### config.mk
export PLATFORM = sky130hd
export DESIGN_NAME = fixed_to_fp_pipe
export DESIGN_NICKNAME = d
export VERILOG_FILES = /design/src/rtl/fp_pkg.sv /design/src/rtl/lead_one_detect.sv /design/src/rtl/fixed_to_fp_pipe.sv
export SDC_FILE = /design/constraint.sdc
export NUM_CORES = 1
export LEC_CHECK = 0
export CORE_ASPECT_RATIO = 1.25
export CORE_MARGIN = 4
export CORE_UTILIZATION = 40
export CTS_CLUSTER_SIZE = 14
export DETAILED_ROUTE_END_ITERATION = 6
export PLACE_DENSITY = 0.67
export RECOVER_POWER = 100
export SKIP_LAST_GASP = 1
export SLEW_MARGIN = 20
export SYNTH_ARGS = -nofsm -noshare
export SYNTH_HDL_FRONTEND = slang
export SYNTH_SLANG_ARGS = --single-unit
### constraint.sdc
create_clock -name clk -period 3.99 [get_ports clk]
set_input_delay 1.197 -clock clk [delete_from_list [all_inputs] [get_ports clk]]
set_output_delay 1.197 -clock clk [all_outputs]
set_load 0.05 [all_outputs]
### src/rtl/fp_pkg.sv
// Shared IEEE-754 single-precision field definitions and rounding-mode codes
// for the fixed-point to float conversion path.
package fp_pkg;

  localparam int FP_BIAS     = 127;
  localparam int FP_EXP_W    = 8;
  localparam int FP_MANT_W   = 23;

  localparam int ROUND_TRUNC = 0;
  localparam int ROUND_RNE   = 1;

  typedef struct packed {
    logic                 sign;
    logic [FP_EXP_W-1:0]  exp;
    logic [FP_MANT_W-1:0] mant;
  } fp32_t;

endpackage

### src/rtl/lead_one_detect.sv
// Combinational leading-one detector.
//   mag  : input word, W bits
//   pos  : index of the most-significant set bit (0 when mag is zero)
//   zero : mag == 0
module lead_one_detect #(
  parameter  int W     = 20,
  localparam int POS_W = (W > 1) ? $clog2(W) : 1
) (
  input  logic [W-1:0]     mag,
  output logic [POS_W-1:0] pos,
  output logic             zero
);

  // Ascending scan: the last set bit seen is the most significant one.
  always_comb begin
    pos = '0;
    for (int i = 0; i < W; i++) begin
      if (mag[i]) pos = POS_W'(i);
    end
  end

  assign zero = (mag == '0);

endmodule

### src/rtl/fixed_to_fp_pipe.sv
// Three-stage streaming converter from sign-magnitude fixed point
// (INT_W integer bits, FRAC_W fraction bits) to IEEE-754 single precision.
//   clk, reset       : clock, synchronous active-high reset
//   valid_i/ready_o  : input handshake; sign_i, mag_i carry the word
//   valid_o/ready_i  : output handshake; fp_o carries the packed float
// Each stage advances when empty or when the stage after it advances, so
// bubbles collapse under backpressure and full throughput is one word/cycle.
module fixed_to_fp_pipe
  import fp_pkg::*;
#(
  parameter int INT_W      = 1,
  parameter int FRAC_W     = 19,
  parameter int ROUND_MODE = 1
) (
  input  logic                    clk,
  input  logic                    reset,
  input  logic                    valid_i,
  output logic                    ready_o,
  input  logic                    sign_i,
  input  logic [INT_W+FRAC_W-1:0] mag_i,
  output logic                    valid_o,
  input  logic                    ready_i,
  output logic [31:0]             fp_o
);

  localparam int MAG_W  = INT_W + FRAC_W;
  localparam int POS_W  = (MAG_W > 1) ? $clog2(MAG_W) : 1;
  // Magnitude padded below with mantissa + guard zeros so every field slice
  // stays in range even for very narrow magnitudes.
  localparam int NORM_W = MAG_W + FP_MANT_W + 2;

  function automatic logic [FP_EXP_W-1:0] calc_exp(input logic [POS_W-1:0] p);
    return FP_EXP_W'(FP_BIAS + int'(p) - FRAC_W);
  endfunction

  function automatic fp32_t round_pack(
    input logic                 sign,
    input logic [FP_EXP_W-1:0]  exp,
    input logic [FP_MANT_W-1:0] mant,
    input logic                 guard,
    input logic                 sticky,
    input logic                 zero
  );
    logic         inc;
    logic [FP_MANT_W:0] sum;
    fp32_t        r;
    inc    = (ROUND_MODE == ROUND_RNE) && guard && (sticky || mant[0]);
    sum    = {1'b0, mant} + {{FP_MANT_W{1'b0}}, inc};
    r.sign = sign;
    // A carry out of the mantissa leaves the low bits all zero already.
    r.exp  = sum[FP_MANT_W] ? exp + 8'd1 : exp;
    r.mant = sum[FP_MANT_W-1:0];
    if (zero) r = '0;
    return r;
  endfunction

  logic                  vld_p0, vld_p1, vld_p2;
  logic                  adv_p0, adv_p1, adv_p2;

  logic                  sign_p0, zero_p0;
  logic [MAG_W-1:0]      mag_p0;
  logic [POS_W-1:0]      pos_p0;

  logic                  sign_p1, zero_p1, guard_p1, sticky_p1;
  logic [FP_EXP_W-1:0]   exp_p1;
  logic [FP_MANT_W-1:0]  mant_p1;

  fp32_t                 fp_p2;

  logic [POS_W-1:0]      pos_n;
  logic                  zero_n;
  logic [NORM_W-2:0]     norm;
  int                    sh;

  assign adv_p2  = ~vld_p2 | ready_i;
  assign adv_p1  = ~vld_p1 | adv_p2;
  assign adv_p0  = ~vld_p0 | adv_p1;
  assign ready_o = adv_p0;
  assign valid_o = vld_p2;
  assign fp_o    = fp_p2;

  always_ff @(posedge clk) begin
    if (reset) begin
      vld_p0 <= 1'b0;
      vld_p1 <= 1'b0;
      vld_p2 <= 1'b0;
    end else begin
      if (adv_p0) vld_p0 <= valid_i;
      if (adv_p1) vld_p1 <= vld_p0;
      if (adv_p2) vld_p2 <= vld_p1;
    end
  end

  // S1: capture + leading-one detect
  lead_one_detect #(.W(MAG_W)) u_lod (
    .mag  (mag_i),
    .pos  (pos_n),
    .zero (zero_n)
  );

  always_ff @(posedge clk) begin
    if (adv_p0 && valid_i) begin
      sign_p0 <= sign_i;
      mag_p0  <= mag_i;
      pos_p0  <= pos_n;
      zero_p0 <= zero_n;
    end
  end

  // S2: normalise -- leading one shifted out past the top of norm
  always_comb begin
    sh   = MAG_W - int'(pos_p0);
    norm = (NORM_W-1)'({1'b0, mag_p0, {(FP_MANT_W+1){1'b0}}} << sh);
  end

  always_ff @(posedge clk) begin
    if (adv_p1 && vld_p0) begin
      sign_p1   <= sign_p0;
      zero_p1   <= zero_p0;
      exp_p1    <= calc_exp(pos_p0);
      mant_p1   <= norm[NORM_W-2 -: FP_MANT_W];
      guard_p1  <= norm[MAG_W];
      sticky_p1 <= |norm[MAG_W-1:0];
    end
  end

  // S3: round + pack into the output register
  always_ff @(posedge clk) begin
    if (reset) begin
      fp_p2 <= '0;
    end else if (adv_p2 && vld_p1) begin
      fp_p2 <= round_pack(sign_p1, exp_p1, mant_p1, guard_p1, sticky_p1, zero_p1);
    end
  end

endmodule

[After elaboration in Yosys (flattened, before gate mapping)]
Cells that the tools add are included.
Storage, ports and cells
  register bits: 97
  input port bits: 25
Cells by class
  reduce and logical (&&, ||, !) cells: 9
  add/subtract/negate cells: 5
  shift-type cells: 1
  multiplexer cells: 20
  bitwise operators: 6
Operators with widths (count)
  $shl 44x32->44: 1
  $mux 32: 1
  $mux 4: 8
  $add 23x1->24: 1
  $logic_not 20->1: 1
  $reduce_or 20->1: 1
  $mux 3: 4
  $add 7x5->8 const A: 1
  $add 8x1->8 const B: 1
  $mux 2: 4
  $mux 8: 1
  $sub 8x5->8 const B: 1
  $sub 5x5->6 const A: 1
  $logic_and 1x1->1: 4
  $reduce_or 4->1: 1
  $not 1->1: 3
  $or 1x1->1: 3
  $mux 1: 2
  $reduce_or 2->1: 1
  $logic_or 1x1->1: 1

[Longest topological paths before layout]
Gate-level depths: netlist of the first run.
  depth after elaboration: 18
  gate-level depth with buffers: 11

[Modules after synthesis]
Synthesis of the first run repeated with hierarchy kept, for this count alone.
Second synthesis, totals
  cell total of the unflattened synthesis: 417
  area total of the unflattened synthesis: 4408.0 sq um
Modules (own cells, without submodules)
  fixed_to_fp_pipe: seq. area each 2352.3 sq um, cells an instance 377, area each 4195.3 sq um, times used 1
  lead_one_detect: seq. area each 0.0 sq um, cells an instance 40, area each 212.7 sq um, times used 1

[Worst setup path after synthesis of the first run]
No wires, ideal clock.
  path type: input to register
  start point: input ready_i
  end point: register exp_p1[0] (enable)
  data arrival time: 3.514 ns
  stages on the path: 2
  buffers on the path: 0
  data required time: 3.527 ns
  setup slack: 0.013 ns
  path through: nor2b_1 > a21boi_0
Between the ends
  cells in the longest elaborated chain, start to end: 3
Ends and longest elaborated chain
  start, declared: RTL line fixed_to_fp_pipe.sv:22  | input logic ready_i,
  $or 1x1->1: RTL line fixed_to_fp_pipe.sv:75  | assign adv_p2 = ~vld_p2 | ready_i;
  $or 1x1->1: RTL line fixed_to_fp_pipe.sv:76  | assign adv_p1 = ~vld_p1 | adv_p2;
  $logic_and 1x1->1: RTL line fixed_to_fp_pipe.sv:117  | if (adv_p1 && vld_p0) begin
  end signal, assigned: RTL line fixed_to_fp_pipe.sv:120  | exp_p1 <= calc_exp(pos_p0);
  end, declared: RTL line fixed_to_fp_pipe.sv:65  | logic [FP_EXP_W-1:0] exp_p1;
Every way passes these cells.
A chain may end at the register's enable or synchronous reset.

[Worst setup path after layout of the first run]
  start point: input ready_i
  end point: output ready_o
Between the ends
  cells in the longest elaborated chain, start to end: 3
Ends and longest elaborated chain
  $or 1x1->1: RTL line fixed_to_fp_pipe.sv:75
  $or 1x1->1: RTL line fixed_to_fp_pipe.sv:76
  $or 1x1->1: RTL line fixed_to_fp_pipe.sv:77  | assign adv_p0 = ~vld_p0 | adv_p1;
  end, declared: RTL line fixed_to_fp_pipe.sv:18  | output logic ready_o,
Every way passes these cells.

==> metrics.csv, run 1 <==
stage;metric;value;unit
synth;post-synthesis instance total;413;
layout;Non-Filler Instances;598;
grt;total global routing overflow;0;
synth;Syn. warnings;0;
power;peak supply drop;0.195;mV
sta;Final TNS setup;0;ns
clock_tree;worst-skew pair later-pin latency;0.34;ns
drt;met2 WL;4390;um
job;max-cap viol count;2;
clock_tree;post_cts resized;0;
placed_design;# port buffers;55;
floorplan;Top Ports;59;
synth;Synth cell types;63;
drt;Post-route DRC;0;
layout;commonest non-fill, non-tap cell in the layout;nor2_1;
critical_path;WP data arrival;2.40;ns
power;Net Switching;647;uW
clock_tree;TritonCTS Sinks;89;
clock_tree;H-tree levels;3;
synth;top_reg_cell synth;edfxtp_1;
floorplan;die height;126;um
synth;Async S/R FF share, synth;0;%
clock_tree;post-CTS repair timing setup buffer count;0;
placed_design;DP Wirelength;6830;um
power;combinational share of power;18.6;%
layout;# diodes;0;
sta;worst rel slew slack;-11.9;%
synth;Synth Cell Area;0.00445;mm2
critical_path;R2R Setup Slk;0.64;ns
critical_path;R2R Path Start;pos_p0[0];
power;sequential fraction of design power;46.4;%
placed_design;Final GP Congestion;0.839;
clock_tree;Clock Path Buffers;2;
min_path;min-delay src;zero_p0;
critical_path;crit-path cells;dlygate4sd3_1, nor2b_1, clkbuf_1, nand3_1, buf_4;
power;leakage power total;0.00198;uW
drt;final wirelength;9090;um
min_path;Hold Path Stages;0;
critical_path;CP max-delay cell;dlygate4sd3_1;
sta;Final Hold Fails;0;
drt;top layer in use;met4;
critical_path;slowest stage delay, CP;0.53;ns
synth;EDFF count, synth;57;
synth;Seq/Total Area, Yosys;52.9;%
drt;DR vias/cell;5.35;
sta;Slew @ Worst Pin;1.68;ns
clock_tree;hold buffers post-CTS;0;
layout;fraction of layout cells with a size suffix above 1;8.58;%
grt;Tot GR Track Use;14.5;%
sta;RSZ-0062 raised after global routing;false;
drt;drt initial violations;124;
clock_tree;CTS clock-pin slew for the worst setup and hold paths;0.06;ns
critical_path;Worst R2R End;mant_p1[19];
layout;area delta synth->final;19.7;%
critical_path;crit-path leading delay family;buffers and inverters;
outcome;status;complete, but fails checks;
critical_path;CP Max Fanout;6;
floorplan;starting density of the core;41.5;%
placed_design;placed instance count;582;
synth;syn avg cell area;10.8;um2
min_path;Hold Path Class;reg2reg;
synth;register bit total from synthesis;89;
sta;Final Critical Period;3.60;ns
drt;met1 WL;4000;um
critical_path;Worst Reg-to-Reg Cells;6;
clock_tree;CTS buffer count;9;
sta;Tcrit/Tclk final;90.2;%
drt;routed len/inst;15.2;um
grt;initial antenna violation count;0;
grt;global-route wire length before repair;14600;um
sta;setup violation total in the final timing report;0;
power;Power per Cell Area;435;mW/mm2
power;switching portion of total power;27.9;%
grt;vias in the first global route;3019;
outcome;failing checks;max-capacitance violations, max-slew violations;
power;Clock power frac;35.0;%
critical_path;critical path class;in2out;
drt;via count;3200;
sta;Max Clk Rate;0.278;GHz
sta;Slew Limit Fails;61;
critical_path;startpoint types;input pin;
critical_path;Worst EP required;2.79;ns
layout;Final Net Count;491;
clock_tree;clock tree root buffer cell;clkbuf_16;
grt;largest net degree at the start of global routing;41;
floorplan;Die Width;102;um
critical_path;crit end category;primary output;
floorplan;std cell rows;42;
sta;Layout Skew;0.00674;ns
drt;met3 routed WL;477;um
floorplan;core area;0.0107;mm2
drt;Pre-Repair DR Iteration Count;5;
drt;Antenna Nets Post-Route;0;
layout;most frequent cells in the layout;nor2_1, edfxtp_1, dlygate4sd3_1;
min_path;worst hold endpoint;zero_p1;
power;cell internal pwr;1670;uW
clock_tree;TritonCTS clock tree;done;
floorplan;die area;0.0129;mm2
critical_path;Worst Path Buf+Inv;3;
final cells by class:
cell class              count  area, um2
fillers                  1009       5390
multi-input cells         284       1860
flip-flops and latches     89       2350
inverters                  14       52.6
clock buffers              11        254
clock inverters             5       36.3
well taps                 132        165
repair buffers             63        602
Yosys cell counts, drive strengths merged, types with 2 or more instances:
library cell,count,share of area [%]
nor2,60,5.2
a221oi,3,0.87
ha,5,1.4
nand3,11,1.2
xnor2,5,1.3
nor3b,29,4.9
and2,2,0.34
o311a,2,0.45
mux4,4,2.0
inv,14,1.2
o21ai,8,0.98
nor4,4,0.70
or3,2,0.39
buf,18,3.1
mux2,8,2.0
dfxtp,32,14
a21oi,48,5.4
nor2b,3,0.42
edfxtp,57,38
o22ai,5,0.70
o31ai,2,0.34
o211ai,2,0.65
nand2,26,2.4
o31a,2,0.39
nand2b,4,0.56
nor3,4,0.45
mux2i,20,4.6
o311ai,2,0.39
a211oi,6,1.1
clkbuf,10,0.84
worst reg2reg max path, stage by stage (launching register included):
cell,delay [ns]
edfxtp_1,0.35
clkbuf_1,1.22
o21ai_2,0.21
xnor2_1,0.72
nand2_1,0.20
a221oi_2,0.25
a221oi_2,0.12
cells by family after synthesis:
group	share of synthesized area (%)
muxes	8.63
AOI/OAI and AO/OA	13.3
and+or+nand+nor	16.9
buffers and inverters	5.14
other	0.0843
DFF	52.9
xor gates and xnor gates	1.69
adders and majority gates	1.41
layer usage:
layer  vias up  track usage, %
met5         -               0
met4         0            6.87
li1       1598               -
met2        81            23.4
met3        18            3.15
met1      1503            18.1
how the worst max path moves through the flow:
stage,from,depth (start not counted),end,slack (ns)
2_1_floorplan,ready_i,2,exp_p1[0],0.01
3_3_place_gp,ready_i,5,ready_o,0.64
3_5_place_dp,ready_i,5,ready_o,0.62
4_1_cts,ready_i,5,ready_o,0.62
5_1_grt,ready_i,5,ready_o,0.28
6_report,ready_i,5,ready_o,0.39
metrics by stage:
step	power [uW]	util (%)	hold slack [ns]	area (um2)	setup WS [ns]
floorplan	1430	-	0.400	4460	0.0126
finish	2320	49.7	0.422	5330	0.391
global placement	1530	47.4	0.411	5080	0.644
global route	2420	49.7	0.447	5330	0.281
CTS	2360	50.1	0.422	5370	0.617
detailed placement	1540	47.4	0.407	5080	0.618
power groups by stage:
stage          Clock (uW)  Combinational (uW)  Sequential (uW)
3_5_place_dp            0                 443             1100
5_1_grt               860                 474             1080
6_report              811                 431             1080
4_1_cts               835                 445             1080
2_1_floorplan           0                 317             1110
3_3_place_gp            0                 440             1090
state kept, by name, summed over array words and instances (netlist names):
signal and count:
mag_p0 20, pos_p0 5, sign_p0 1, fp_o 29, valid_o 1, sign_p1 1, zero_p1 1, zero_p0 1
vld_p0 1, vld_p1 1, exp_p1 8, mant_p1 20
(Power assumes the default switching activity.)
==> inputs of run 2 (changes only) <==
ABC_CLOCK_PERIOD_IN_PS = 3990   (was unset)
==> results of run 2 <==
No change in the layout: final DEF, timing and power equal those of run 1.
==> inputs of run 3 (changes only) <==
ABC_CLOCK_PERIOD_IN_PS = unset   (was 3990)
CELL_PAD_IN_SITES_DETAIL_PLACEMENT = 1   (was unset)
CELL_PAD_IN_SITES_GLOBAL_PLACEMENT = 1   (was unset)
CORE_UTILIZATION = 39   (was 40)
PLACE_DENSITY = 0.8   (was 0.67)
==> run 3 against run 2 <==
The run still ends with max-capacitance violations, max-slew violations left; via count is 2.4% higher; combinational power is 1% higher; critical path depth stayed put; cell count is 0.84% higher; highest routed layer unchanged.
==> metrics.csv, run 3 (synthesized netlist as in run 1, its figures left out) <==
stage;metric;value;unit;change
outcome;status;complete, but fails checks;;unchanged
outcome;failing checks;max-capacitance violations, max-slew violations;;unchanged
critical_path;crit end category;primary output;;unchanged
drt;drt initial violations;172;;was 124
power;Power per Cell Area;463;mW/mm2;was 435 mW/mm2
sta;Layout Skew;0.00668;ns;was 0.00674 ns
drt;Antenna Nets Post-Route;0;;unchanged
layout;# diodes;0;;unchanged
placed_design;pre-CTS WS;0.605;ns;was 0.618 ns
floorplan;starting density of the core;40.0;%;was 41.5%
grt;global-route wire length before repair;17200;um;was 14600 um
floorplan;Die Width;104;um;was 102 um
clock_tree;CTS clock-pin slew for the worst setup and hold paths;0.07;ns;was 0.06 ns
critical_path;crit-path cells;dlygate4sd3_1, nor2b_1, clkbuf_1, nand3_1, buf_4;;unchanged
layout;most frequent cells in the layout;nor2_1, edfxtp_1, dlygate4sd3_1;;unchanged
floorplan;std cell rows;43;;was 42
power;leakage power total;0.00200;uW;was 0.00198 uW
placed_design;# port buffers;55;;unchanged
clock_tree;H-tree levels;3;;unchanged
drt;routed len/inst;17.1;um;was 15.2 um
sta;Fin Hold WS;0.421;ns;was 0.422 ns
sta;RSZ-0062 raised after global routing;false;;unchanged
clock_tree;worst-skew pair later-pin latency;0.35;ns;was 0.34 ns
grt;vias in the first global route;3431;;was 3019
layout;area delta synth->final;20.6;%;was 19.7%
sta;setup violation total in the final timing report;0;;unchanged
sta;final worst setup slack;0.366;ns;was 0.391 ns
drt;via count;3276;;was 3200
clock_tree;Clock Path Buffers;2;;unchanged
clock_tree;clock tree root buffer cell;clkbuf_16;;unchanged
min_path;Hold Path Class;reg2reg;;unchanged
layout;Largest register FFs;29;;unchanged
critical_path;startpoint types;input pin;;unchanged
sta;Final TNS setup;0;ns;unchanged
drt;DR vias/cell;5.43;;was 5.35
power;peak supply drop;0.208;mV;was 0.195 mV
floorplan;die height;127;um;was 126 um
grt;largest net degree at the start of global routing;34;;was 41
sta;worst rel slew slack;-4.61;%;was -11.9%
placed_design;DP Wirelength;7760;um;was 6830 um
sta;Slew @ Worst Pin;1.57;ns;was 1.68 ns
sta;Final Hold Fails;0;;unchanged
drt;final wirelength;10300;um;was 9090 um
clock_tree;hold buffers post-CTS;0;;unchanged
critical_path;critical path class;in2out;;unchanged
critical_path;CP Max Fanout;6;;unchanged
floorplan;core area;0.0111;mm2;was 0.0107 mm2
floorplan;Top Ports;59;;unchanged
layout;commonest non-fill, non-tap cell in the layout;nor2_1;;unchanged
clock_tree;CTS buffer count;9;;unchanged
critical_path;Worst EP required;2.79;ns;about the same
placed_design;Final GP Congestion;0.824;;was 0.839
floorplan;die area;0.0132;mm2;was 0.0129 mm2
critical_path;WP data arrival;2.43;ns;was 2.40 ns
job;max-cap viol count;1;;was 2
critical_path;slowest stage delay, CP;0.54;ns;was 0.53 ns
critical_path;CP max-delay cell;dlygate4sd3_1;;unchanged
layout;Final Net Count;493;;was 491
sta;Tcrit/Tclk final;90.8;%;was 90.2%
sta;Final Critical Period;3.62;ns;was 3.60 ns
drt;Post-route DRC;0;;unchanged
layout;fraction of layout cells with a size suffix above 1;8.33;%;was 8.58%
clock_tree;post_cts resized;0;;unchanged
sta;Slew Limit Fails;31;;was 61
grt;initial antenna violation count;0;;unchanged
clock_tree;TritonCTS clock tree;done;;unchanged
clock_tree;TritonCTS Sinks;89;;unchanged
sta;Max Clk Rate;0.276;GHz;was 0.278 GHz
drt;Pre-Repair DR Iteration Count;4;;was 5
grt;Tot GR Track Use;16.2;%;was 14.5%
clock_tree;post-CTS repair timing setup buffer count;0;;unchanged
grt;total global routing overflow;0;;unchanged
-- run 3: cell count changes in the layout (fill, tap and decap cells not counted), moves of 2 or more --
cell	before	now
o21ai_0	5	7
clkinv_2	2	0
bufinv_16	0	2
o21ai_1	2	0
-- run 3: worst max-delay path, delay by kind of cell --
kind / cells / cell delay [ns]
buffers and inverters: 3 / 0.99
AND/OR/NAND/NOR: 2 / 0.24
-- run 3: area by class of cell --
type / instances / area (um2)
Clock inverter: 6 / 96.3
Fill cell: 1219 / 5770
Sequential cell: 89 / 2350
Inverter: 14 / 52.6
Multi-Input combinational cell: 284 / 1850
Clock buffer: 10 / 250
Timing Repair Buffer: 65 / 598
Tap cell: 135 / 169
-- run 3: path summary, 6_finish.rpt --
check             slack, ns  cells past startpoint          end  startpoint
hold reg to reg        0.42                      0      sign_p1     sign_p0
setup reg to reg       0.85                      7  mant_p1[21]   pos_p0[0]
setup / recovery       0.37                      5      ready_o     ready_i
hold / removal         0.42                      0      sign_p1     sign_p0
-- run 3: where the power goes --
part	switching (uW)	total (uW)	leakage (uW)	internal [uW]
clock	375	970	0.000166	594
combinational	276	437	0.00104	161
sequential	33.0	1080	0.000790	1040
total	684	2480	0.00200	1800
-- run 3: per-layer routing --
metal	vias up	GRT usage (%)	wire, um
met1	1593	19.1	4460
met4	0	5.95	205
met3	14	3.79	399
met5	-	0	0
li1	1608	-	-
met2	61	28.8	5250
-- run 3: per-stage QoR --
step | cell area [um2] | cells | util (%) | power (uW)
after CTS | 5430 | 603 | 48.8 | 2530
after detailed placement | 5090 | 587 | 45.7 | 1550
after global placement | 5090 | 587 | 45.7 | 1540
after floorplan | 4460 | 415 | - | 1430
after global routing | 5370 | 603 | 48.2 | 2590
final | 5370 | 603 | 48.2 | 2480
